`config.mk`:
```
export PLATFORM = sky130hd
export DESIGN_NAME = alu_issue_stage_flat
export DESIGN_NICKNAME = d
export VERILOG_FILES = /design/src/rtl/alu_issue_stage_pkg.sv /design/src/rtl/alu_issue_stage_if.sv /design/src/rtl/alu_issue_stage_regfile.sv /design/src/rtl/alu_issue_stage.sv /design/src/flat_wrapper.sv
export SDC_FILE = /design/constraint.sdc
export NUM_CORES = 1
export LEC_CHECK = 0
export BUFFER_PORTS_ARGS = -buffer_cell sky130_fd_sc_hd__buf_2
export CORE_MARGIN = 2
export CORE_UTILIZATION = 35
export CTS_CLUSTER_DIAMETER = 80
export DETAILED_ROUTE_END_ITERATION = 16
export GPL_TIMING_DRIVEN = 0
export HOLD_SLACK_MARGIN = 0.1
export PLACE_DENSITY = 0.55
export SLEW_MARGIN = 10
export SYNTH_ARGS = -nofsm -noshare
export SYNTH_HDL_FRONTEND = slang
export SYNTH_SLANG_ARGS = --single-unit
```
`constraint.sdc`:
```
create_clock -name clk -period 5.5 [get_ports clk]
set_clock_uncertainty 0.15 [all_clocks]
set_input_delay 1.1 -clock clk [delete_from_list [all_inputs] [get_ports clk]]
set_output_delay 1.1 -clock clk [all_outputs]
set_load 0.01 [all_outputs]
```
`src/rtl/alu_issue_stage_pkg.sv`:
```
// Shared types for the ALU issue stage.
// Flag indices, FSM states and the instruction bundle.
package alu_pkg;

  localparam int ALU_BW  = 16;
  localparam int NREG_DEF = 8;
  localparam int AW_DEF  = $clog2(NREG_DEF);

  localparam int FLAG_OVF  = 2;
  localparam int FLAG_NEG  = 1;
  localparam int FLAG_ZERO = 0;

  typedef enum logic [1:0] {
    IDLE = 2'd0,
    EXEC = 2'd1,
    WB   = 2'd2
  } state_t;

  typedef struct packed {
    logic [3:0]        op;
    logic [AW_DEF-1:0] dst;
    logic [AW_DEF-1:0] src_a;
    logic [AW_DEF-1:0] src_b;
    logic              imm_sel;
    logic [ALU_BW-1:0] imm;
  } instr_t;

endpackage

```
`src/rtl/alu_issue_stage_if.sv`:
```
// Instruction valid/ready channel into the issue stage.
// master = instruction source, slave = issue stage.
interface alu_issue_if #(
  parameter int BW = 16,
  parameter int AW = 3
);
  logic          instr_valid;
  logic          instr_ready;
  logic [3:0]    instr_op;
  logic [AW-1:0] instr_dst;
  logic [AW-1:0] instr_src_a;
  logic [AW-1:0] instr_src_b;
  logic          instr_imm_sel;
  logic [BW-1:0] instr_imm;

  modport master (
    output instr_valid,
    output instr_op,
    output instr_dst,
    output instr_src_a,
    output instr_src_b,
    output instr_imm_sel,
    output instr_imm,
    input  instr_ready
  );

  modport slave (
    input  instr_valid,
    input  instr_op,
    input  instr_dst,
    input  instr_src_a,
    input  instr_src_b,
    input  instr_imm_sel,
    input  instr_imm,
    output instr_ready
  );

endinterface

```
`src/rtl/alu_issue_stage_regfile.sv`:
```
// NREG x BW register file: 2 async reads, 1 sync write.
// Option ALU_ISSUE_REG0_ZERO_EN hardwires reg 0 to zero.
module alu_regfile #(
  parameter int BW   = 16,
  parameter int NREG = 8,
  localparam int AW  = $clog2(NREG)
) (
  input  logic          clk,
  input  logic          rst,
  input  logic [AW-1:0] ra_addr,
  output logic [BW-1:0] ra_data,
  input  logic [AW-1:0] rb_addr,
  output logic [BW-1:0] rb_data,
  input  logic          we,
  input  logic [AW-1:0] wa,
  input  logic [BW-1:0] wd
);

  logic [BW-1:0] mem [NREG];
  logic          wr_ok;

`ifdef ALU_ISSUE_REG0_ZERO_EN
  assign wr_ok   = (wa != '0);
  assign ra_data = (ra_addr == '0) ? '0 : mem[ra_addr];
  assign rb_data = (rb_addr == '0) ? '0 : mem[rb_addr];
`else
  assign wr_ok   = 1'b1;
  assign ra_data = mem[ra_addr];
  assign rb_data = mem[rb_addr];
`endif

  // clear on reset, single write port otherwise
  always_ff @(posedge clk) begin
    if (rst) begin
      for (int i = 0; i < NREG; i++)
        mem[i] <= '0;
    end else if (we && wr_ok) begin
      mem[wa] <= wd;
    end
  end

endmodule

```
`src/rtl/alu_issue_stage.sv`:
```
// Issue/writeback stage around a combinational ALU.
// Optional: ALU_ISSUE_REG0_ZERO_EN (reg 0 reads as zero).
module alu_issue_stage
  import alu_pkg::*;
#(
  parameter int BW   = ALU_BW,
  parameter int NREG = NREG_DEF,
  localparam int AW  = $clog2(NREG)
) (
  input  logic          clk,
  input  logic          rst,
  alu_issue_if.slave    instr,
  output logic [BW-1:0] alu_in_a,
  output logic [BW-1:0] alu_in_b,
  output logic [3:0]    alu_opcode,
  input  logic [BW-1:0] alu_out,
  input  logic [2:0]    alu_flags,
  output logic          wb_valid,
  output logic [AW-1:0] wb_dst,
  output logic [BW-1:0] wb_data,
  output logic [2:0]    flags_q
);

  state_t        state_q;
  state_t        state_d;
  logic          ready;
  logic          accept;
  logic [AW-1:0] dst_q;
  logic [BW-1:0] rd_a;
  logic [BW-1:0] rd_b;
  logic [BW-1:0] opnd_b;

  assign instr.instr_ready = ready;
  assign accept = instr.instr_valid & ready;
  assign opnd_b = instr.instr_imm_sel ? instr.instr_imm : rd_b;

  alu_regfile #(
    .BW   (BW),
    .NREG (NREG)
  ) u_rf (
    .clk     (clk),
    .rst     (rst),
    .ra_addr (instr.instr_src_a),
    .ra_data (rd_a),
    .rb_addr (instr.instr_src_b),
    .rb_data (rd_b),
    .we      (wb_valid),
    .wa      (wb_dst),
    .wd      (wb_data)
  );

  // state register
  always_ff @(posedge clk) begin
    if (rst) state_q <= IDLE;
    else     state_q <= state_d;
  end

  // next state: one instruction in flight
  always_comb begin
    state_d = state_q;
    unique case (state_q)
      IDLE:    if (accept) state_d = EXEC;
      EXEC:    state_d = WB;
      WB:      state_d = IDLE;
      default: state_d = IDLE;
    endcase
  end

  // state-decoded outputs
  always_comb begin
    ready    = 1'b0;
    wb_valid = 1'b0;
    unique case (state_q)
      IDLE:    ready    = 1'b1;
      WB:      wb_valid = 1'b1;
      default: ;
    endcase
  end

  // operand latch on accept, result capture at end of EXEC
  always_ff @(posedge clk) begin
    if (rst) begin
      alu_in_a   <= '0;
      alu_in_b   <= '0;
      alu_opcode <= '0;
      dst_q      <= '0;
      wb_data    <= '0;
      wb_dst     <= '0;
      flags_q    <= '0;
    end else begin
      if (accept) begin
        alu_in_a   <= rd_a;
        alu_in_b   <= opnd_b;
        alu_opcode <= instr.instr_op;
        dst_q      <= instr.instr_dst;
      end
      if (state_q == EXEC) begin
        wb_data <= alu_out;
        wb_dst  <= dst_q;
        flags_q <= alu_flags;
      end
    end
  end

endmodule

```
`src/flat_wrapper.sv`:
```
// flat-port wrapper written by rule: the top's interface ports become plain ports
module alu_issue_stage_flat import alu_pkg::*;
#(
  parameter int BW   = ALU_BW,
  parameter int NREG = NREG_DEF,
  localparam int AW  = $clog2(NREG)
)
  (clk, rst, alu_in_a, alu_in_b, alu_opcode, alu_out, alu_flags, wb_valid, wb_dst, wb_data, flags_q, instr_instr_valid, instr_instr_op, instr_instr_dst, instr_instr_src_a, instr_instr_src_b, instr_instr_imm_sel, instr_instr_imm, instr_instr_ready);
  alu_issue_if #(.BW(BW), .AW(3)) instr_i ();
  input  logic clk;
  input  logic rst;
  output logic [BW-1:0] alu_in_a;
  output logic [BW-1:0] alu_in_b;
  output logic [3:0] alu_opcode;
  input  logic [BW-1:0] alu_out;
  input  logic [2:0] alu_flags;
  output logic wb_valid;
  output logic [AW-1:0] wb_dst;
  output logic [BW-1:0] wb_data;
  output logic [2:0] flags_q;
  input wire logic [$bits(instr_i.instr_valid)-1:0] instr_instr_valid;
  input wire logic [$bits(instr_i.instr_op)-1:0] instr_instr_op;
  input wire logic [$bits(instr_i.instr_dst)-1:0] instr_instr_dst;
  input wire logic [$bits(instr_i.instr_src_a)-1:0] instr_instr_src_a;
  input wire logic [$bits(instr_i.instr_src_b)-1:0] instr_instr_src_b;
  input wire logic [$bits(instr_i.instr_imm_sel)-1:0] instr_instr_imm_sel;
  input wire logic [$bits(instr_i.instr_imm)-1:0] instr_instr_imm;
  output wire logic [$bits(instr_i.instr_ready)-1:0] instr_instr_ready;
  assign instr_i.instr_valid = instr_instr_valid;
  assign instr_i.instr_op = instr_instr_op;
  assign instr_i.instr_dst = instr_instr_dst;
  assign instr_i.instr_src_a = instr_instr_src_a;
  assign instr_i.instr_src_b = instr_instr_src_b;
  assign instr_i.instr_imm_sel = instr_instr_imm_sel;
  assign instr_i.instr_imm = instr_instr_imm;
  assign instr_instr_ready = instr_i.instr_ready;
  alu_issue_stage #(.BW(BW), .NREG(NREG)) u_core (.clk(clk), .rst(rst), .instr(instr_i), .alu_in_a(alu_in_a), .alu_in_b(alu_in_b), .alu_opcode(alu_opcode), .alu_out(alu_out), .alu_flags(alu_flags), .wb_valid(wb_valid), .wb_dst(wb_dst), .wb_data(wb_data), .flags_q(flags_q));
endmodule
```
==> tab_implementation.tex <==
\begin{tabular}{lr}
\hline
Metric & Value \\
\hline
\multicolumn{2}{l}{\textbf{Synth}} \\
Net count after synthesis & 720 \\
Syn avg cell area & approximately 13 um2 \\
Fraction of registers with async set/reset & 0\% \\
Seq cells post-synth & around 190 \\
Main area contributors after synthesis & edfxtp\_1 43\%, mux4\_2 16\%, dfxtp\_1 14\% \\
Area share of the largest cell type after synthesis & 42.8\% \\
Library cells used by synthesis & 29 \\
Yosys Warn Count & 0 \\
EDFF count, synth & $\sim$130 \\
Sequential-to-total area share from yosys stat & 56.9\% \\
Cell count after synthesis & 668 \\
Most instantiated flip-flop cell in the synthesis netlist & edfxtp\_1 \\
Library cell with the largest summed area after synthesis & edfxtp\_1 \\
Area of the mapped netlist & $\sim$9000 um2 \\
\multicolumn{2}{l}{\textbf{Timing}} \\
Sum Neg Setup Slack & 0 ps \\
Relative max-transition margin & around 33\% \\
Final count of negative-setup-slack endpoints & 0 \\
Time the worst path needs with I/O delays and setup & between 3000 and 4000 ps \\
Tightest Pin Transition & approximately 1000 ps \\
Final Slew Violations & 0 \\
Unrepaired setup endpoints after global routing & false \\
Endpoints failing hold & 0 \\
Slack of the critical path & $\sim$2200 ps \\
FMAX & approximately 300 MHz \\
Final period utilization & approximately three fifths \\
\multicolumn{2}{l}{\textbf{Worst setup path}} \\
Cell chain of the critical path & clkbuf\_1 > or4b\_4 > nor2\_1 > or2\_2 \\
FF-to-FF setup slack & approximately 2500 ps \\
Endpoint of the most critical setup path & u\_core.u\_rf.mem[2][12] \\
Data arrival time at the worst-slack endpoint & 3230 ps \\
Worst setup path startpoint & rst \\
Category of the worst setup path launch point & input port \\
Reg2reg end & u\_core.u\_rf.mem[2][12] \\
Number of cells on the worst reg-to-reg path & 3 \\
Largest driver fanout on the critical path & 16 \\
WS Path Type & in -> reg \\
Critical Path Sink Type & flop \\
Startpoint of the worst register-to-register path & u\_core.state\_q[1] \\
CP max stage delay & roughly 670 ps \\
Standard cell with the maximum stage delay on the critical path & nor2\_1 \\
Endpoint required time on the critical path & about 5400 ps \\
\multicolumn{2}{l}{\textbf{Final layout}} \\
Utilization of the core after routing & between 40\% and 50\% \\
Number of nets in the final layout & around 850 \\
Diode count & 0 \\
Fill cell count & 2357 \\
Fraction of final layout cells with drive strength greater than 1 & just under 30\% \\
Area added between synthesis and finish & 17.2\% \\
Most frequent cells in the layout & 128 x and2\_1, 128 x edfxtp\_1, 116 x buf\_2 \\
\multicolumn{2}{l}{\textbf{Clock tree}} \\
Root cell of the clock tree & clkbuf\_16 \\
H-tree depth reported by CTS & 4 \\
TritonCTS clock tree & done \\
Worst skew pair latency & $\sim$430 ps \\
Sink count of the clock tree & 191 \\
Worst-path clk slew & around 70 ps \\
Number of buffers created by CTS & 17 \\
CTS max path bufs & 2 \\
Number of buffers inserted by hold repair at cts & 0 \\
Number of resized instances in the post-cts repair step & 0 \\
Post-CTS setup repair buffer count & 0 \\
\multicolumn{2}{l}{\textbf{Global routing}} \\
Maximum number of pins on one net before global-route repair & 18 \\
Initial antenna violation count & 0 \\
Residual overflow from global routing & 0 \\
First-pass GRT wire length & 38300 um \\
Vias in the first global route & 5810 \\
Global Route Usage Sum & roughly a fifth \\
\multicolumn{2}{l}{\textbf{Floorplanning}} \\
Floorplan core area & about 25000 um2 \\
Starting density of the core & a little over a third \\
Die width & around 160 um \\
Floorplan die area & between 20000 and 30000 um2 \\
Row cnt & 58 \\
Floorplan die height & 164 um \\
IO Count & approximately 110 \\
\multicolumn{2}{l}{\textbf{Drt}} \\
Vias/cell & $\sim$5.3 \\
Router iterations before antenna repair & 5 \\
Remaining design rule violation count & 0 \\
Iteration-0 DRC Markers & around 630 \\
Wire length after detailed routing & between 20000 and 30000 um \\
DRT antenna net count & 0 \\
DR WL/cell & around 23 um \\
Vias & slightly below 6k \\
\multicolumn{2}{l}{\textbf{Place}} \\
Post-place setup slack & approximately 1700 ps \\
Detailed Place HPWL & 17900 um \\
Final Wtd Congestion & between 0.7 and 0.8 \\
Buffers added on ports & 106 \\
\multicolumn{2}{l}{\textbf{Run status}} \\
Result of the run & finished, final reports clean \\
\multicolumn{2}{l}{\textbf{Power and ir drop}} \\
Worst-case vdd ir drop & roughly 0.17 mV \\
Leakage & around 4 nW \\
Power density cells & just over 300 nW/um2 \\
\multicolumn{2}{l}{\textbf{Flow run}} \\
Max-cap violations & 0 \\
\multicolumn{2}{l}{\textbf{Worst hold path}} \\
Path category of the worst min-delay check & reg -> reg \\
\hline
\end{tabular}
worst min path at each step:
stage / start / to / slack [ps] / depth (start not counted)
final: u_core.alu_opcode[1] / u_core.alu_opcode[1] / 300 / 2
after global routing: u_core.dst_q[1] / u_core.wb_dst[1] / 320 / 2
after CTS: u_core.alu_opcode[3] / u_core.alu_opcode[3] / 310 / 2
after detailed placement: u_core.alu_opcode[3] / u_core.alu_opcode[3] / 300 / 2
after global placement: u_core.alu_opcode[1] / u_core.alu_opcode[1] / 290 / 2
after floorplan: u_core.dst_q[0] / u_core.wb_dst[0] / 280 / 2
layer usage:
metal / up-vias / global-route usage, % / routed length [um]
li1: 2735 / - / -
met1: 2971 / 28.0 / 11800
met2: 243 / 31.5 / 12000
met3: 18 / 4.87 / 2040
met4: 0 / 4.74 / 293
met5: - / 0 / 0
worst max-delay path: cells and delay by family:
family	cells	cell delay, ps
buf+inv	1	230
simple gates	3	1880
cells by family after synthesis:
| kind of cell | synth area share [%] |
|---|---|
| AOI/OAI and AO/OA | 4.63 |
| buffers and inverters | 2.51 |
| DFF | 56.9 |
| muxes | 17.8 |
| and+or+nand+nor | 18.2 |
cell usage after synthesis, types with 2 or more instances:
cell	n
a21oi_1	29
dfxtp_1	63
mux2i_1	16
clkbuf_2	2
nand4b_1	16
nand2_1	59
nand2b_1	3
o22ai_1	16
edfxtp_1	128
nand3b_1	16
o211ai_2	10
nand4bb_1	2
nor3_1	17
or2_2	8
mux4_2	64
o211ai_1	6
and2_1	128
nor2_1	24
clkbuf_1	41
nor2b_1	2
buf_2	10
through the flow:
step	cells	instance area, um2	power [W]	hold WS [ps]
after floorplan	668	8980	0.00186	282
after global placement	1104	9920	0.00200	290
after detailed placement	1104	9920	0.00200	295
after CTS	1136	10500	0.00328	306
after global routing	1136	10500	0.00336	316
final	1136	10500	0.00326	304
final cells by class:
class                           count  area [um2]  area share (%)
Clock inverter                     12         163            1.55
Buffer                             54         225            2.14
Sequential cell                   191        5100            48.5
Timing Repair Buffer              106         531            5.04
Multi-Input combinational cell    423        3650            34.7
Clock buffer                       20         437            4.15
Tap cell                          330         413            3.92
registers in the layout, indices dropped and copies added, names as in the netlist:
signal             cells
u_core.flags_q         3
u_core.wb_dst          3
u_core.u_rf.mem      128
u_core.dst_q           3
u_core.wb_data        16
u_core.alu_opcode      4
u_core.alu_in_a       16
u_core.state_q         2
u_core.alu_in_b       16
power by group:
part,internal (W),switching [W]
Clock,0.000721,0.000569
Combinational,0.000141,0.000189
Sequential,0.00159,0.0000478
Total,0.00245,0.000806
Power figures use the tool's default switching activity.
